--- src/rtl/mem_ctrl_pkg.sv ---
// Shared definitions for the memory controller: width codes, busy codes,
// controller states and byte-lane helpers.
package mem_ctrl_pkg;

    // Access width codes as driven on mem_width_in (2'b11 is treated as word).
    localparam logic [1:0] MEM_BYTE = 2'b00;
    localparam logic [1:0] MEM_HALF = 2'b01;
    localparam logic [1:0] MEM_WORD = 2'b10;

    // Busy codes reported on memctrl_busy_out.
    localparam logic [1:0] CTRL_IDLE = 2'b00;
    localparam logic [1:0] CTRL_IF   = 2'b01;
    localparam logic [1:0] CTRL_MEM  = 2'b10;

    typedef enum logic [1:0] {
        ST_IDLE,
        ST_IF_RD,
        ST_MEM_RD,
        ST_MEM_WR
    } state_e;

    // Number of bytes moved for a given width code.
    function automatic logic [2:0] access_bytes(input logic [1:0] width);
        case (width)
            MEM_BYTE: access_bytes = 3'd1;
            MEM_HALF: access_bytes = 3'd2;
            default:  access_bytes = 3'd4;
        endcase
    endfunction

    // Replace byte lane 'lane' of 'word' with 'b'.
    function automatic logic [31:0] lane_insert(input logic [31:0] word,
                                                input logic [1:0]  lane,
                                                input logic [7:0]  b);
        logic [31:0] r;
        r = word;
        r[8*lane +: 8] = b;
        return r;
    endfunction

    // Pick byte lane 'lane' out of 'word'.
    function automatic logic [7:0] lane_extract(input logic [31:0] word,
                                                input logic [1:0]  lane);
        return word[8*lane +: 8];
    endfunction

endpackage

--- src/rtl/mem_ctrl.sv ---
// Memory controller: serves IF-stage fetches and MEM-stage loads/stores over a
// byte-serial external RAM port. MEM requests take priority and preempt an
// in-flight fetch, which restarts from byte 0 once the MEM access is done.
//
// Ports:
//   clk_in, rst_in (async, active-low)
//   if_req_in / if_addr_in          -> if_done_out / inst_out
//   read_req_in / write_req_in / mem_addr_in / mem_val_in / mem_width_in
//                                   -> mem_done_out / mem_val_read_out
//   memctrl_busy_out                 00 idle, 01 fetch, 10 MEM
//   mem_din / mem_dout / mem_a / mem_wr   external RAM (1-cycle read latency)
//   io_buffer_full_in               stalls writes into the I/O region
module mem_ctrl
    import mem_ctrl_pkg::*;
#(
    parameter int unsigned ADDR_WIDTH = 32,
    parameter logic [1:0]  IO_SEL     = 2'b11
) (
    input  logic                  clk_in,
    input  logic                  rst_in,

    input  logic                  if_req_in,
    input  logic [ADDR_WIDTH-1:0] if_addr_in,
    output logic                  if_done_out,
    output logic [31:0]           inst_out,

    input  logic                  read_req_in,
    input  logic                  write_req_in,
    input  logic [ADDR_WIDTH-1:0] mem_addr_in,
    input  logic [31:0]           mem_val_in,
    input  logic [1:0]            mem_width_in,
    output logic                  mem_done_out,
    output logic [31:0]           mem_val_read_out,

    output logic [1:0]            memctrl_busy_out,

    input  logic [7:0]            mem_din,
    output logic [7:0]            mem_dout,
    output logic [ADDR_WIDTH-1:0] mem_a,
    output logic                  mem_wr,

    input  logic                  io_buffer_full_in
);

    state_e                state;
    logic [2:0]            stage;
    logic [2:0]            nbytes_q;
    logic [ADDR_WIDTH-1:0] addr_q;
    logic [31:0]           wdata_q;
    logic [31:0]           rbuf_q;

    logic                  mem_req;
    logic                  fetch_req;
    logic                  mem_accept;
    logic                  accept_blocked;
    logic                  wr_blocked;
    logic [31:0]           captured;

    // A requester drops its request during its own done cycle, so a request
    // still visible then is stale and must not be accepted again.
    assign mem_req   = (read_req_in | write_req_in) & ~mem_done_out;
    assign fetch_req = if_req_in & ~if_done_out;

    // MEM is taken from IDLE, or by aborting a fetch that is not on its
    // completing edge (stage == nbytes means the last byte lands now).
    assign mem_accept = mem_req &&
                        ((state == ST_IDLE) ||
                         (state == ST_IF_RD && stage != nbytes_q));

    assign accept_blocked = (mem_addr_in[17:16] == IO_SEL) & io_buffer_full_in;
    assign wr_blocked     = (addr_q[17:16] == IO_SEL) & io_buffer_full_in;

    // Byte on mem_din belongs to the address issued two edges ago, i.e. lane stage-1.
    assign captured = lane_insert(rbuf_q, stage[1:0] - 2'd1, mem_din);

    always_ff @(posedge clk_in or negedge rst_in) begin
        if (!rst_in) begin
            state            <= ST_IDLE;
            stage            <= '0;
            nbytes_q         <= '0;
            addr_q           <= '0;
            wdata_q          <= '0;
            rbuf_q           <= '0;
            if_done_out      <= 1'b0;
            inst_out         <= '0;
            mem_done_out     <= 1'b0;
            mem_val_read_out <= '0;
            memctrl_busy_out <= CTRL_IDLE;
            mem_dout         <= '0;
            mem_a            <= '0;
            mem_wr           <= 1'b0;
        end else begin
            if_done_out  <= 1'b0;
            mem_done_out <= 1'b0;
            mem_wr       <= 1'b0;

            if (mem_accept) begin
                addr_q           <= mem_addr_in;
                nbytes_q         <= access_bytes(mem_width_in);
                wdata_q          <= mem_val_in;
                rbuf_q           <= '0;
                memctrl_busy_out <= CTRL_MEM;
                mem_a            <= mem_addr_in;
                if (write_req_in) begin
                    state <= ST_MEM_WR;
                    // For writes, stage counts bytes already issued.
                    if (accept_blocked) begin
                        stage <= 3'd0;
                    end else begin
                        mem_wr   <= 1'b1;
                        mem_dout <= mem_val_in[7:0];
                        stage    <= 3'd1;
                    end
                end else begin
                    state <= ST_MEM_RD;
                    stage <= 3'd0;
                end
            end else begin
                case (state)
                    ST_IDLE: begin
                        if (fetch_req) begin
                            state            <= ST_IF_RD;
                            addr_q           <= if_addr_in;
                            nbytes_q         <= 3'd4;
                            rbuf_q           <= '0;
                            stage            <= 3'd0;
                            memctrl_busy_out <= CTRL_IF;
                            mem_a            <= if_addr_in;
                        end else begin
                            mem_a <= '0;
                        end
                    end

                    ST_IF_RD, ST_MEM_RD: begin
                        if (stage != 3'd0) begin
                            rbuf_q <= captured;
                        end
                        if (stage == nbytes_q) begin
                            state            <= ST_IDLE;
                            stage            <= 3'd0;
                            memctrl_busy_out <= CTRL_IDLE;
                            mem_a            <= '0;
                            if (state == ST_IF_RD) begin
                                inst_out    <= captured;
                                if_done_out <= 1'b1;
                            end else begin
                                mem_val_read_out <= captured;
                                mem_done_out     <= 1'b1;
                            end
                        end else begin
                            stage <= stage + 3'd1;
                            if (stage + 3'd1 < nbytes_q) begin
                                mem_a <= addr_q + ADDR_WIDTH'(stage + 3'd1);
                            end else begin
                                mem_a <= '0;
                            end
                        end
                    end

                    ST_MEM_WR: begin
                        if (stage == nbytes_q) begin
                            state            <= ST_IDLE;
                            stage            <= 3'd0;
                            memctrl_busy_out <= CTRL_IDLE;
                            mem_a            <= '0;
                            mem_done_out     <= 1'b1;
                        end else begin
                            mem_a <= addr_q + ADDR_WIDTH'(stage);
                            if (!wr_blocked) begin
                                mem_wr   <= 1'b1;
                                mem_dout <= lane_extract(wdata_q, stage[1:0]);
                                stage    <= stage + 3'd1;
                            end
                        end
                    end

                    default: begin
                        state            <= ST_IDLE;
                        stage            <= 3'd0;
                        memctrl_busy_out <= CTRL_IDLE;
                        mem_a            <= '0;
                    end
                endcase
            end
        end
    end

endmodule

--- config.mk ---
export PLATFORM = sky130hd
export DESIGN_NAME = mem_ctrl
export DESIGN_NICKNAME = d
export VERILOG_FILES = /design/src/rtl/mem_ctrl_pkg.sv /design/src/rtl/mem_ctrl.sv
export SDC_FILE = /design/constraint.sdc
export NUM_CORES = 1
export LEC_CHECK = 0
export ABC_AREA = 0
export BUFFER_PORTS_ARGS = -buffer_cell sky130_fd_sc_hd__buf_2
export CAP_MARGIN = 40
export CELL_PAD_IN_SITES_DETAIL_PLACEMENT = 1
export CELL_PAD_IN_SITES_GLOBAL_PLACEMENT = 1
export CORE_MARGIN = 4
export CORE_UTILIZATION = 42
export CTS_CLUSTER_SIZE = 28
export DETAILED_ROUTE_END_ITERATION = 10
export GPL_ROUTABILITY_DRIVEN = 0
export HOLD_SLACK_MARGIN = 0.15
export MAX_ROUTING_LAYER = met4
export PLACE_DENSITY_LB_ADDON = 0.1
export SYNTH_ARGS = -nofsm -noshare
export SYNTH_HDL_FRONTEND = slang
export SYNTH_SLANG_ARGS = --single-unit
export TNS_END_PERCENT = 1
--- constraint.sdc ---
create_clock -name clk_in -period 4.2 [get_ports clk_in]
set_input_delay 0.84 -clock clk_in [delete_from_list [all_inputs] [get_ports clk_in]]
set_output_delay 0.84 -clock clk_in [all_outputs]
set_load 0.03 [all_outputs]
* Yosys cells after proc, flatten, opt, wreduce, memory -nomap -nowiden
Cells that the tools add are included.
** Word-level totals
- Output and inout bits :: 109
- Logic and storage cells :: 121
- Input port bits :: 112
- Register bits after elaboration :: 213
** Operators by class
- Equal/unequal tests :: 16
- Magnitude comparators :: 1
- Shift operators :: 3
- Reduce and logical (&&, ||, !) cells :: 19
- Muxes and demuxes :: 53
- Add/subtract/negate cells :: 6
- Bitwise logic cells :: 9
** Operator list (number)
- 2-to-1 mux 32 bit :: 11
- one-hot mux 32 bit (3 select lines) :: 1
- one-hot mux 32 bit (2 select lines) :: 1
- 2-to-1 mux 8 bit :: 6
- negation 5 -> 34 bit :: 1
- variable shift 8 x 34 -> 32 bit, first input constant :: 1
- variable part select 8 x 34 -> 32 bit :: 1
- adder 32 x 3 -> 32 bit :: 1
- adder 32 x 4 -> 32 bit :: 1
- bitwise mux 32 bit :: 1
- variable part select 32 x 6 -> 8 bit :: 1
- 2-to-1 mux 3 bit :: 9
- 2-to-1 mux 1 bit :: 16
- one-hot mux 3 bit (3 select lines) :: 1
- == test 2 bit, second input constant :: 4
- 2-to-1 mux 2 bit :: 4
- != test 2 bit, second input constant :: 4
- AND reduction 4 bit :: 2
- != test 3 bit, second input constant :: 2
- one-hot mux 3 bit (2 select lines) :: 1
- AND reduction 2 bit :: 3
- nonzero test 2 bit :: 3
- nonzero test 3 bit :: 2
- AND reduction 5 bit :: 1
- other kinds (20) :: 29

* Logic depth before layout (Yosys ltp)
Gate-level depths: netlist of the first run.
- Word-level depth :: 7
- Gate-level depth with buffers :: 12
- Gate-level depth less buffers :: 10

* Least setup slack after synthesis of the first run
No wires, ideal clock.
- Path type :: flip-flop to flip-flop
- Start point :: register stage[0]
- End point :: register mem_a[18]
- Arrival :: 3.368 ns
- Period minus slack after synthesis :: 3.455 ns
- Library setup time :: 0.087 ns
- Required time :: 4.113 ns
- Path buffers :: 2
- Slack :: 0.745 ns
- Stages on the path, launching flop included :: 12
- Cell sequence :: dfrtp_1 -> buf_1 -> inv_1 -> ha_1 -> ha_1 -> nor2b_1 -> o21a_1 -> o32a_1 -> or2_1 -> clkbuf_1 -> o41a_1 -> o211ai_1
** On the way
- Longest elaborated chain between the ends :: 6
- Elaborated cells on any way between the ends :: 15
- Those cells by class :: 4 x add/sub; 1 x order compare; 2 x eq/ne; 5 x mux; 3 x reduce/logical
** RTL lines
- start, declared :: line mem_ctrl.sv:46 : logic [2:0] stage;
- start signal, assigned :: line mem_ctrl.sv:151 : stage <= stage + 3'd1;
- start signal, assigned :: line mem_ctrl.sv:172 : stage <= stage + 3'd1;
- adder 3 x 1 -> 4 bit or adder 3 x 1 -> 3 bit (tied branches) :: line mem_ctrl.sv:153, mem_ctrl.sv:152
- adder 32 x 4 -> 32 bit or less-than comparator 3 bit (tied branches) :: line mem_ctrl.sv:153, mem_ctrl.sv:152
- 2-to-1 mux 32 bit :: line mem_ctrl.sv:152 : if (stage + 3'd1 < nbytes_q) begin
- 2-to-1 mux 32 bit :: line mem_ctrl.sv:138 : if (stage == nbytes_q) begin
- one-hot mux 32 bit (3 select lines) :: line mem_ctrl.sv:119 : case (state)
- 2-to-1 mux 32 bit * :: line mem_ctrl.sv:97 : if (mem_accept) begin
- end signal, assigned :: line mem_ctrl.sv:103 : mem_a <= mem_addr_in;
- end signal, assigned :: line mem_ctrl.sv:128 : mem_a <= if_addr_in;
- end signal, assigned :: line mem_ctrl.sv:153 : mem_a <= addr_q + ADDR_WIDTH'(stage + 3'd1);
- end, declared :: line mem_ctrl.sv:39 : output logic [ADDR_WIDTH-1:0] mem_a,
Every way passes the cells marked *; elsewhere a longest branch is shown, timed or not.
A chain may end at the register's enable or synchronous reset.

* Worst setup path after layout of the first run
- Start point :: register stage[0]
- End point :: register inst_out[14]
** On the way
- Longest elaborated chain between the ends :: 6
- Elaborated cells on any way between the ends :: 12
- Those cells by class :: 2 x add/sub; 2 x eq/ne; 2 x shift; 1 x mux; 1 x bitwise; 4 x reduce/logical
** RTL lines
- branches (longest 6 deep; another with negation 5 -> 34 bit)
- end signal, assigned :: line mem_ctrl.sv:144 : inst_out <= captured;
- end, declared :: line mem_ctrl.sv:25 : output logic [31:0] inst_out,
Several ways; the timed one is not identified.

==> results of run 1 <==
-- state kept, by name, summed over array words and instances (netlist names) --
| register | flops |
|---|---|
| mem_dout | 8 |
| mem_done_out | 1 |
| nbytes_q | 3 |
| mem_wr | 1 |
| wdata_q | 32 |
| rbuf_q | 32 |
| addr_q | 32 |
| memctrl_busy_out | 2 |
| inst_out | 32 |
| mem_a | 32 |
| stage | 3 |
| state | 1 |
| if_done_out | 1 |
| mem_val_read_out | 32 |
-- power by group --
part / leakage (nW) / internal (mW) / switching, mW
Clock: 0.410 / 1.35 / 0.868
Sequential: 2.66 / 2.90 / 0.666
Combinational: 2.99 / 2.15 / 4.51
-- metrics by stage --
step	hold WS (ps)	setup WS [ps]	cell area, sq um
6_report	334	808	12800
5_1_grt	394	531	12800
4_1_cts	377	777	12800
3_5_place_dp	461	831	12000
3_3_place_gp	454	938	12000
2_1_floorplan	440	745	10700
-- layer usage --
layer  vias to the layer above  wire length, um  global-route usage (%)
met4                         0              654                    5.50
li1                       4501                -                       -
met3                        47             2010                    3.19
met2                       309            16000                    39.1
met1                      4732            15900                    36.0
met5                         -                0                       -
-- cell type report --
cell class / instances / share of cell area [%]
flip-flops and latches: 212 / 41.4
multi-input cells: 867 / 38.4
clock inverters: 9 / 1.07
repair buffers: 239 / 9.96
well taps: 330 / 3.22
inverters: 16 / 0.469
clock buffers: 35 / 5.48
-- worst max-delay path, delay by kind of cell (launching register included) --
family | cells | cell delay, ps
compound gates | 3 | 980
simple gates | 2 | 250
flops | 1 | 540
fa+ha+maj | 1 | 340
buf+inv | 3 | 1070
-- Yosys cell counts, types with 8 or more instances --
| cell | number |
|---|---|
| nand2_1 | 238 |
| dfrtp_1 | 212 |
| a21oi_1 | 115 |
| nor2_1 | 115 |
| o21ai_0 | 53 |
| a31oi_1 | 45 |
| nor2b_1 | 40 |
| a22o_1 | 34 |
| nand3_1 | 29 |
| clkbuf_1 | 27 |
| buf_2 | 25 |
| ha_1 | 18 |
| o21ai_1 | 18 |
| inv_1 | 16 |
| buf_1 | 15 |
| o211ai_1 | 14 |
| nand4_1 | 11 |
| nor3_1 | 10 |
| mux4_2 | 8 |
| nand2b_1 | 8 |
-- cell families (layout without fill, tap and decap cells) --
family / Yosys count / count (layout) / synth area share [%]
AO/OA/AOI/OAI: 340 / 340 / 20.1
XOR/XNOR: 5 / 5 / 0.409
adder cells (fa/ha/maj): 20 / 20 / 2.48
buffers and inverters: 97 / 299 / 4.78
flip-flops: 212 / 212 / 49.6
multiplexers: 9 / 9 / 1.78
AND/OR/NAND/NOR: 493 / 493 / 20.9
-- worst paths after layout --
| path | endpoint | slack [ps] | depth (start not counted) |
|---|---|---|---|
| min in group clk_in | wdata_q[16] | 470 | 2 |
| max in group asynchronous | inst_out[0] | 2910 | 2 |
| min | mem_val_read_out[7] | 330 | 1 |
| max | inst_out[14] | 810 | 9 |
| min reg2reg | wdata_q[16] | 470 | 2 |
| max reg2reg | inst_out[14] | 810 | 9 |
==> key figures, run 1 <==
Outcome
  • Outcome: complete, no violations

Clock network
  • CTS Sinks: 212
  • Num CTS Buffers: 24
  • Post-CTS Setup Bufs: 0
  • Post-CTS sizing: 0
  • Worst-skew pair later-pin latency: 520 ps
  • CTS max path bufs: 3
  • Clk slew on worst S/H paths: 60 ps
  • TritonCTS clock tree: yes
  • H-tree levels: 1
  • Root Driver: clkbuf_16
  • Hold_buf cts: 0

Worst setup path
  • CP most frequent cell: buf_4
  • Arr. time, crit path: 3750 ps
  • Crit path cell chain: buf_4, ha_1, o31ai_2, a211o_4, buf_4, nand3_2, buf_4, nand2_1, o21ai_0
  • CP max stage delay: 540 ps
  • Worst EP required: 4560 ps
  • Critical Path Source Type: flop
  • CP Class: flop to flop
  • Worst setup EP type: flop
  • Worst R2R Start: stage[0]
  • Worst Setup SP: stage[0]
  • Crit path max-delay cell type: dfrtp_1
  • Worst Path Max Fanout: 64

Floorplanning
  • Core Area: 0.0251 sq mm
  • Die X: 168 um
  • IO Pins: 221
  • Std-Cell Rows: 58
  • Die Y: 168 um
  • Die area: 0.0281 sq mm
  • Initial Utilization: 42.6%

Timing
  • Final Hold Violating Endpoints: 0
  • Relative slew slack: 46.2%
  • Post-layout minimum cycle time: 3390 ps
  • Finish-stage setup viols: 0
  • RSZ-0062 raised after global routing: false
  • Top achievable clock speed: 295 MHz
  • Tcrit/Tclk final: 80.8%
  • Final Skew: 8.22 ps
  • TNS Setup: 0 ps
  • Worst-margin pin slew: 807 ps
  • Max Slew Vio Count: 0

Logic synthesis
  • Area contributors post-synth: dfrtp_1 (50%), nand2_1 (8.3%), a21oi_1 (5.4%)
  • YS warnings: 0
  • Register area share after synthesis: 49.6%
  • Yosys reg bits: 212
  • EDFF count, synth: 0
  • Cell variety after synth: 75
  • Mapped Cells: 1176
  • Avg Cell Area, Syn: 9.10 sq um
  • Syn nets: 1308
  • Share of flip-flops with an asynchronous set or reset: 100%
  • Mapped cell area: 0.0107 sq mm
  • Cell taking the most area after synthesis: dfrtp_1
  • Synth Flop Type: dfrtp_1
  • Post-synth top area share: 49.6%

Global route
  • Grt ovf: 0
  • First-pass GRT wire length: 56300 um
  • Largest net degree at the start of global routing: 103
  • Global Route Usage Sum: 25.3%
  • Vias in the first global route: 9895
  • Initial antenna violation count: 0

Power and ir drop
  • Peak VDD IR: 0.000451 V
  • Pwr dens: 970 mW/mm^2
  • Leakage: 6.05 nW
  • Total power: 12.4 mW

Route
  • Wirelength, routed: 34600 um
  • Vias per inst: 5.61
  • Via count: 9589
  • DRT antenna net count: 0
  • 1st-pass router iterations: 5
  • Residual DRC: 0
  • Drt initial violations: 539
  • Drt wl/cell: 20.2 um

Place
  • Detailed placer's ending HPWL: 24600 um
  • I/O Buffers: 220
  • Placed cells: 1664

Finish
  • Final net count: 1492
  • Post-route insts no fill: 1708
  • Multi-input gate area: 0.00492 sq mm
  • Fin util: 51.0%
  • Commonest non-fill, non-tap cell in the layout: nand2_1
  • Inserted Diodes: 0
  • Share of cells above drive strength 1: 22.5%
  • Area grow syn2layout: 19.7%
  • Commonest non-fill, non-tap cells in the layout: nand2_1 (238), buf_2 (220), dfrtp_1 (212)
  • Reg area: 0.00531 sq mm
  • Fillers: 3017

Job
  • Max Cap Viol: 0

Worst hold path
  • Hold WC Path Type: input pin to asynchronous set/reset pin
(Power assumes the default switching activity.)
==> run 2, diff against run 1 <==
clock period = 3.2 ns   (was 4.2 ns; I/O delays follow)
==> key figures, run 2 (synthesized netlist as in run 1, its figures left out) <==
Outcome
  • Outcome: complete, no violations

Route
  • 1st-pass router iterations: 5 (unchanged)
  • Drt initial violations: 726 (+35%)
  • Vias per inst: 5.58 (-0.54%)
  • Drt wl/cell: 20.2 um (about the same)
  • Residual DRC: 0 (unchanged)
  • Wirelength, routed: 34900 um (+0.80%)
  • DRT antenna net count: 0 (unchanged)
  • Met3 WL: 1920 um (-4.8%)
  • Routed met1 length: 15900 um (+0.16%)
  • Met2 wire length: 16200 um (+0.85%)
  • Highest routed layer: met4
  • Via count: 9621 (+0.33%)

Timing
  • Post-layout minimum cycle time: 2900 ps (-490 ps)
  • Relative slew slack: 52.6% (+6.4 points)
  • Top achievable clock speed: 345 MHz (+17%)
  • Worst hold margin: 305 ps (-28.7 ps)
  • TNS Setup: 0 ps (unchanged)
  • Final Skew: 16.5 ps (+8.25 ps)
  • Finish-stage setup viols: 0 (unchanged)
  • Final Hold Violating Endpoints: 0 (unchanged)
  • Tcrit/Tclk final: 90.7% (+9.9 points)
  • Max Slew Vio Count: 0 (unchanged)
  • RSZ-0062 raised after global routing: false
  • Worst-margin pin slew: 704 ps (-102 ps)

Finish
  • Final net count: 1508 (+1.1%)
  • Share of cells above drive strength 1: 23.1% (+0.58 points)
  • Area grow syn2layout: 20.9%
  • Final Cell Area: 0.0129 sq mm (+1.0%)
  • Commonest non-fill, non-tap cell in the layout: nand2_1
  • Commonest non-fill, non-tap cells in the layout: nand2_1 (238), buf_2 (219), dfrtp_1 (212)
  • Post-route insts no fill: 1723 (+0.88%)

Clock network
  • H-tree levels: 1 (unchanged)
  • Clk slew on worst S/H paths: 60 ps (about the same)
  • Post-CTS sizing: 0 (unchanged)
  • Hold_buf cts: 1 (+1)
  • CTS max path bufs: 3 (unchanged)
  • Num CTS Buffers: 25 (+4.2%)
  • Post-CTS Setup Bufs: 0 (unchanged)
  • TritonCTS clock tree: yes
  • Worst-skew pair later-pin latency: 520 ps (about the same)
  • Root Driver: clkbuf_16
  • CTS Sinks: 212 (unchanged)

Floorplanning
  • Initial Utilization: 42.6% (unchanged)
  • Die X: 168 um (unchanged)
  • IO Pins: 221 (unchanged)
  • Core Area: 0.0251 sq mm (unchanged)
  • Std-Cell Rows: 58 (unchanged)
  • Die Y: 168 um (unchanged)
  • Die area: 0.0281 sq mm (unchanged)

Global route
  • Vias in the first global route: 10129 (+2.4%)
  • Grt ovf: 0 (unchanged)
  • Largest net degree at the start of global routing: 82 (-20%)
  • Global Route Usage Sum: 25.2% (-0.052 points)
  • First-pass GRT wire length: 56200 um (-0.27%)
  • Initial antenna violation count: 1 (+1)

Worst setup path
  • Critical Path Source Type: flop
  • Worst EP required: 3620 ps (-940 ps)
  • Worst R2R Start: stage[0]
  • Reg2Reg Setup Slack: 300 ps (-510 ps)
  • Worst setup EP type: flop
  • R2R cell count: 10 (+1)
  • Worst Setup SP: stage[0]
  • CP Class: flop to flop
  • Worst Path Max Fanout: 18 (-72%)
  • Arr. time, crit path: 3320 ps (-430 ps)
  • RR Endpoint: mem_a[28]
  • End point of the critical path: mem_a[28]

Power and ir drop
  • Total power: 16.5 mW (+33%)
  • Pwr dens: 1280 mW/mm^2 (+32%)
  • Leakage: 6.13 nW (+1.2%)
  • Peak VDD IR: 0.000568 V (+26%)

Job
  • Max Cap Viol: 0 (unchanged)

Place
  • Placed cells: 1678 (+0.84%)
  • Detailed placer's ending HPWL: 24800 um (+0.46%)
  • Post-DP Area: 0.0121 sq mm (+1.2%)
  • I/O Buffers: 220 (unchanged)

Worst hold path
  • Hold WC Path Type: input pin to flop
run 2: through the flow:
step	util (%)	setup slack, ps
after floorplan	-	14.4
after global placement	48.3	386
after detailed placement	48.3	347
after CTS	51.5	310
after global routing	51.5	85.7
final	51.5	298
run 2: worst max-delay path: stages (launching register included):
cell	delay, ps
dfrtp_1	340
buf_4	300
ha_1	240
xor2_1	180
ha_1	270
o21a_1	170
o32a_1	400
or2_1	360
nor4b_2	260
a21oi_1	70
a31oi_1	220
run 2: how the worst min path moves through the flow:
stage | from | endpoint | slack, ps | cells past startpoint
5_1_grt | mem_val_in[30] | wdata_q[30] | 300 | 3
6_report | mem_val_in[9] | wdata_q[9] | 310 | 3
2_1_floorplan | rst_in | addr_q[0] | 340 | 0
3_3_place_gp | wdata_q[1] | wdata_q[1] | 450 | 2
4_1_cts | mem_val_in[9] | wdata_q[9] | 290 | 3
3_5_place_dp | wdata_q[1] | wdata_q[1] | 460 | 2
run 2: final cells by class:
| type | count | area (sq um) |
|---|---|---|
| Tap cell | 330 | 413 |
| Multi-Input combinational cell | 867 | 4920 |
| Inverter | 16 | 60.1 |
| Sequential cell | 212 | 5310 |
| Antenna cell | 2 | 5.00 |
| Clock buffer | 37 | 731 |
| Clock inverter | 5 | 78.8 |
| Timing Repair Buffer | 254 | 1430 |
| Fill cell | 3020 | 12200 |
run 2: power by group:
group	leakage (nW)	total, mW	switching, mW	internal (mW)
sequential	2.66	4.64	0.839	3.80
combinational	3.07	9.04	6.03	3.01
clock	0.399	2.84	1.11	1.73
run 2: per-layer routing:
metal / vias to the layer above / GRT usage, %
met3: 53 / 3.40
met5: - / -
met4: 0 / 6.46
met1: 4717 / 35.0
li1: 4543 / -
met2: 308 / 39.5
==> run 3, diff against run 2 <==
clock period = 2.96 ns   (was 3.2 ns; I/O delays follow)
==> key figures, run 3 (synthesized netlist as in run 1, its figures left out) <==
Power and ir drop
  • Switching power total: 8.64 mW (+8.2%)
  • Switching portion of total power: 48.6% (+0.31 points)
  • Pwr dens: 1370 mW/mm^2 (+7.0%)
  • Internal power: 9.13 mW (+6.9%)
  • Total power: 17.8 mW (+7.6%)
  • Leakage: 6.18 nW (+0.82%)
  • Sequential Power Share: 28.4% (+0.3 points)
  • Clock power share: 15.8% (-1.4 points)
  • Peak VDD IR: 0.000576 V (+1.4%)
  • Combinational share of power: 55.8% (+1.1 points)

Route
  • Residual DRC: 0 (unchanged)
  • Drt initial violations: 736 (+1.4%)
  • DRT antenna net count: 0 (unchanged)
  • Drt wl/cell: 20.2 um (-0.23%)
  • Via count: 9808 (+1.9%)
  • 1st-pass router iterations: 5 (unchanged)
  • Wirelength, routed: 35100 um (+0.69%)
  • Vias per inst: 5.64 (+1.0%)

Finish
  • Commonest non-fill, non-tap cells in the layout: nand2_1 (238), buf_2 (219), dfrtp_1 (210)
  • Final net count: 1527 (+1.3%)
  • Share of cells above drive strength 1: 24.1% (+1.1 points)
  • Final Cell Area: 0.0130 sq mm (+0.50%)
  • Fillers: 3046 (+0.86%)
  • Commonest non-fill, non-tap cell in the layout: nand2_1
  • Area grow syn2layout: 21.5%

Clock network
  • TritonCTS clock tree: yes
  • Root Driver: clkbuf_16
  • Num CTS Buffers: 25 (unchanged)
  • Worst-skew pair later-pin latency: 530 ps (about the same)
  • CTS Sinks: 212 (unchanged)
  • CTS max path bufs: 3 (unchanged)
  • H-tree levels: 1 (unchanged)
  • Clk slew on worst S/H paths: 70 ps (about the same)

Timing
  • Final Hold Violating Endpoints: 0 (unchanged)
  • Worst-margin pin slew: 713 ps (+9.18 ps)
  • Tcrit/Tclk final: 94.8% (+4.1 points)
  • Top achievable clock speed: 356 MHz (+3.4%)
  • Setup ws final: 154 ps (-144 ps)
  • RSZ-0062 raised after global routing: false
  • Final Skew: 11.9 ps (-4.56 ps)
  • Worst hold margin: 258 ps (-47.3 ps)
  • Relative slew slack: 52.0% (-0.62 points)
  • Finish-stage setup viols: 0 (unchanged)
  • Max Slew Vio Count: 0 (unchanged)
  • Post-layout minimum cycle time: 2810 ps (-96.1 ps)
  • TNS Setup: 0 ps (unchanged)

Worst setup path
  • Worst Setup SP: stage[0]
  • RR Endpoint: mem_a[18]
  • Critical Path Source Type: flop
  • End point of the critical path: mem_a[18]
  • Arr. time, crit path: 3250 ps (-70 ps)
  • Worst EP required: 3400 ps (-220 ps)
  • Worst Path Max Fanout: 8 (-10)
  • Worst R2R Start: stage[0]
  • R2R cell count: 9 (-1)
  • Reg2Reg Setup Slack: 150 ps (-140 ps)
  • Worst setup EP type: flop
  • CP Class: flop to flop

Global route
  • Vias in the first global route: 10072 (-0.56%)
  • Largest net degree at the start of global routing: 76 (-7.3%)
  • Global Route Usage Sum: 25.2% (about the same)
  • Grt ovf: 0 (unchanged)
  • First-pass GRT wire length: 56200 um (about the same)
  • Initial antenna violation count: 1 (unchanged)

Floorplanning
  • Die X: 168 um (unchanged)
  • Core Area: 0.0251 sq mm (unchanged)
  • Std-Cell Rows: 58 (unchanged)
  • Die Y: 168 um (unchanged)
  • Initial Utilization: 42.6% (unchanged)
  • Die area: 0.0281 sq mm (unchanged)
  • IO Pins: 221 (unchanged)

Outcome
  • Outcome: complete, no violations

Place
  • Pre-CTS WS: 183 ps (-165 ps)
  • I/O Buffers: 220 (unchanged)
  • Detailed placer's ending HPWL: 25500 um (+2.9%)
  • Post-DP Area: 0.0123 sq mm (+1.2%)

Worst hold path
  • Hold WC Path Type: input pin to flop

Job
  • Max Cap Viol: 0 (unchanged)
## run 3: timing repair
| action | in CTS | in global routing |
|---|---|---|
| hold endpoints to repair | 70 | 0 |
| setup endpoints to repair | 0 | 1 |
| resized for setup | 0 | 1 |
| hold buffers | 1 | 0 |
| setup buffers | 0 | 0 |
## run 3: per-layer routing
layer	part of all wire, %	GRT usage (%)	routed length (um)	vias to the layer above
met4	2.6	6.18	903	0
li1	-	-	-	4572
met2	46	39.3	16300	329
met3	5.5	2.95	1910	58
met1	46	35.6	16000	4849
met5	0	-	0	-
## run 3: worst min path at each step
stage	end	startpoint	cells past startpoint
floorplan	addr_q[0]	rst_in	0
global placement	wdata_q[10]	wdata_q[10]	2
detailed placement	wdata_q[17]	wdata_q[17]	2
CTS	wdata_q[18]	mem_val_in[18]	3
global route	wdata_q[9]	mem_val_in[9]	3
finish	wdata_q[17]	mem_val_in[17]	3
## run 3: final cells by class
cell class / count / area [sq um] / area share [%]
flip-flops and latches: 212 / 5310 / 40.8
multi-input cells: 867 / 4920 / 37.9
inverters: 16 / 60.1 / 0.462
repair buffers: 273 / 1570 / 12.1
well taps: 330 / 413 / 3.17
clock inverters: 5 / 32.5 / 0.250
diodes: 1 / 2.50 / 0.0192
clock buffers: 35 / 693 / 5.33
## run 3: critical path, stage by stage, from the launching register on
cell and delay [ps]:
dfrtp_2 430, buf_4 180, ha_1 230, xor2_1 150, ha_1 300, o21a_1 180
o32a_1 390, or2_1 350, o41a_1 360, o211ai_1 170
## run 3: metrics by stage
step,instances,utilization (%)
floorplan,1176,-
global placement,1697,48.8
detailed placement,1697,48.8
CTS,1738,51.8
global route,1739,51.8
finish,1739,51.8
## run 3: power groups by stage
stage / registers, mW / clock network [mW] / logic [mW]
2_1_floorplan: 5.97 / 0 / 5.85
3_3_place_gp: 5.04 / 0 / 9.65
3_5_place_dp: 5.06 / 0 / 9.91
4_1_cts: 5.03 / 2.90 / 9.97
5_1_grt: 5.20 / 3.01 / 10.9
6_report: 5.04 / 2.82 / 9.91
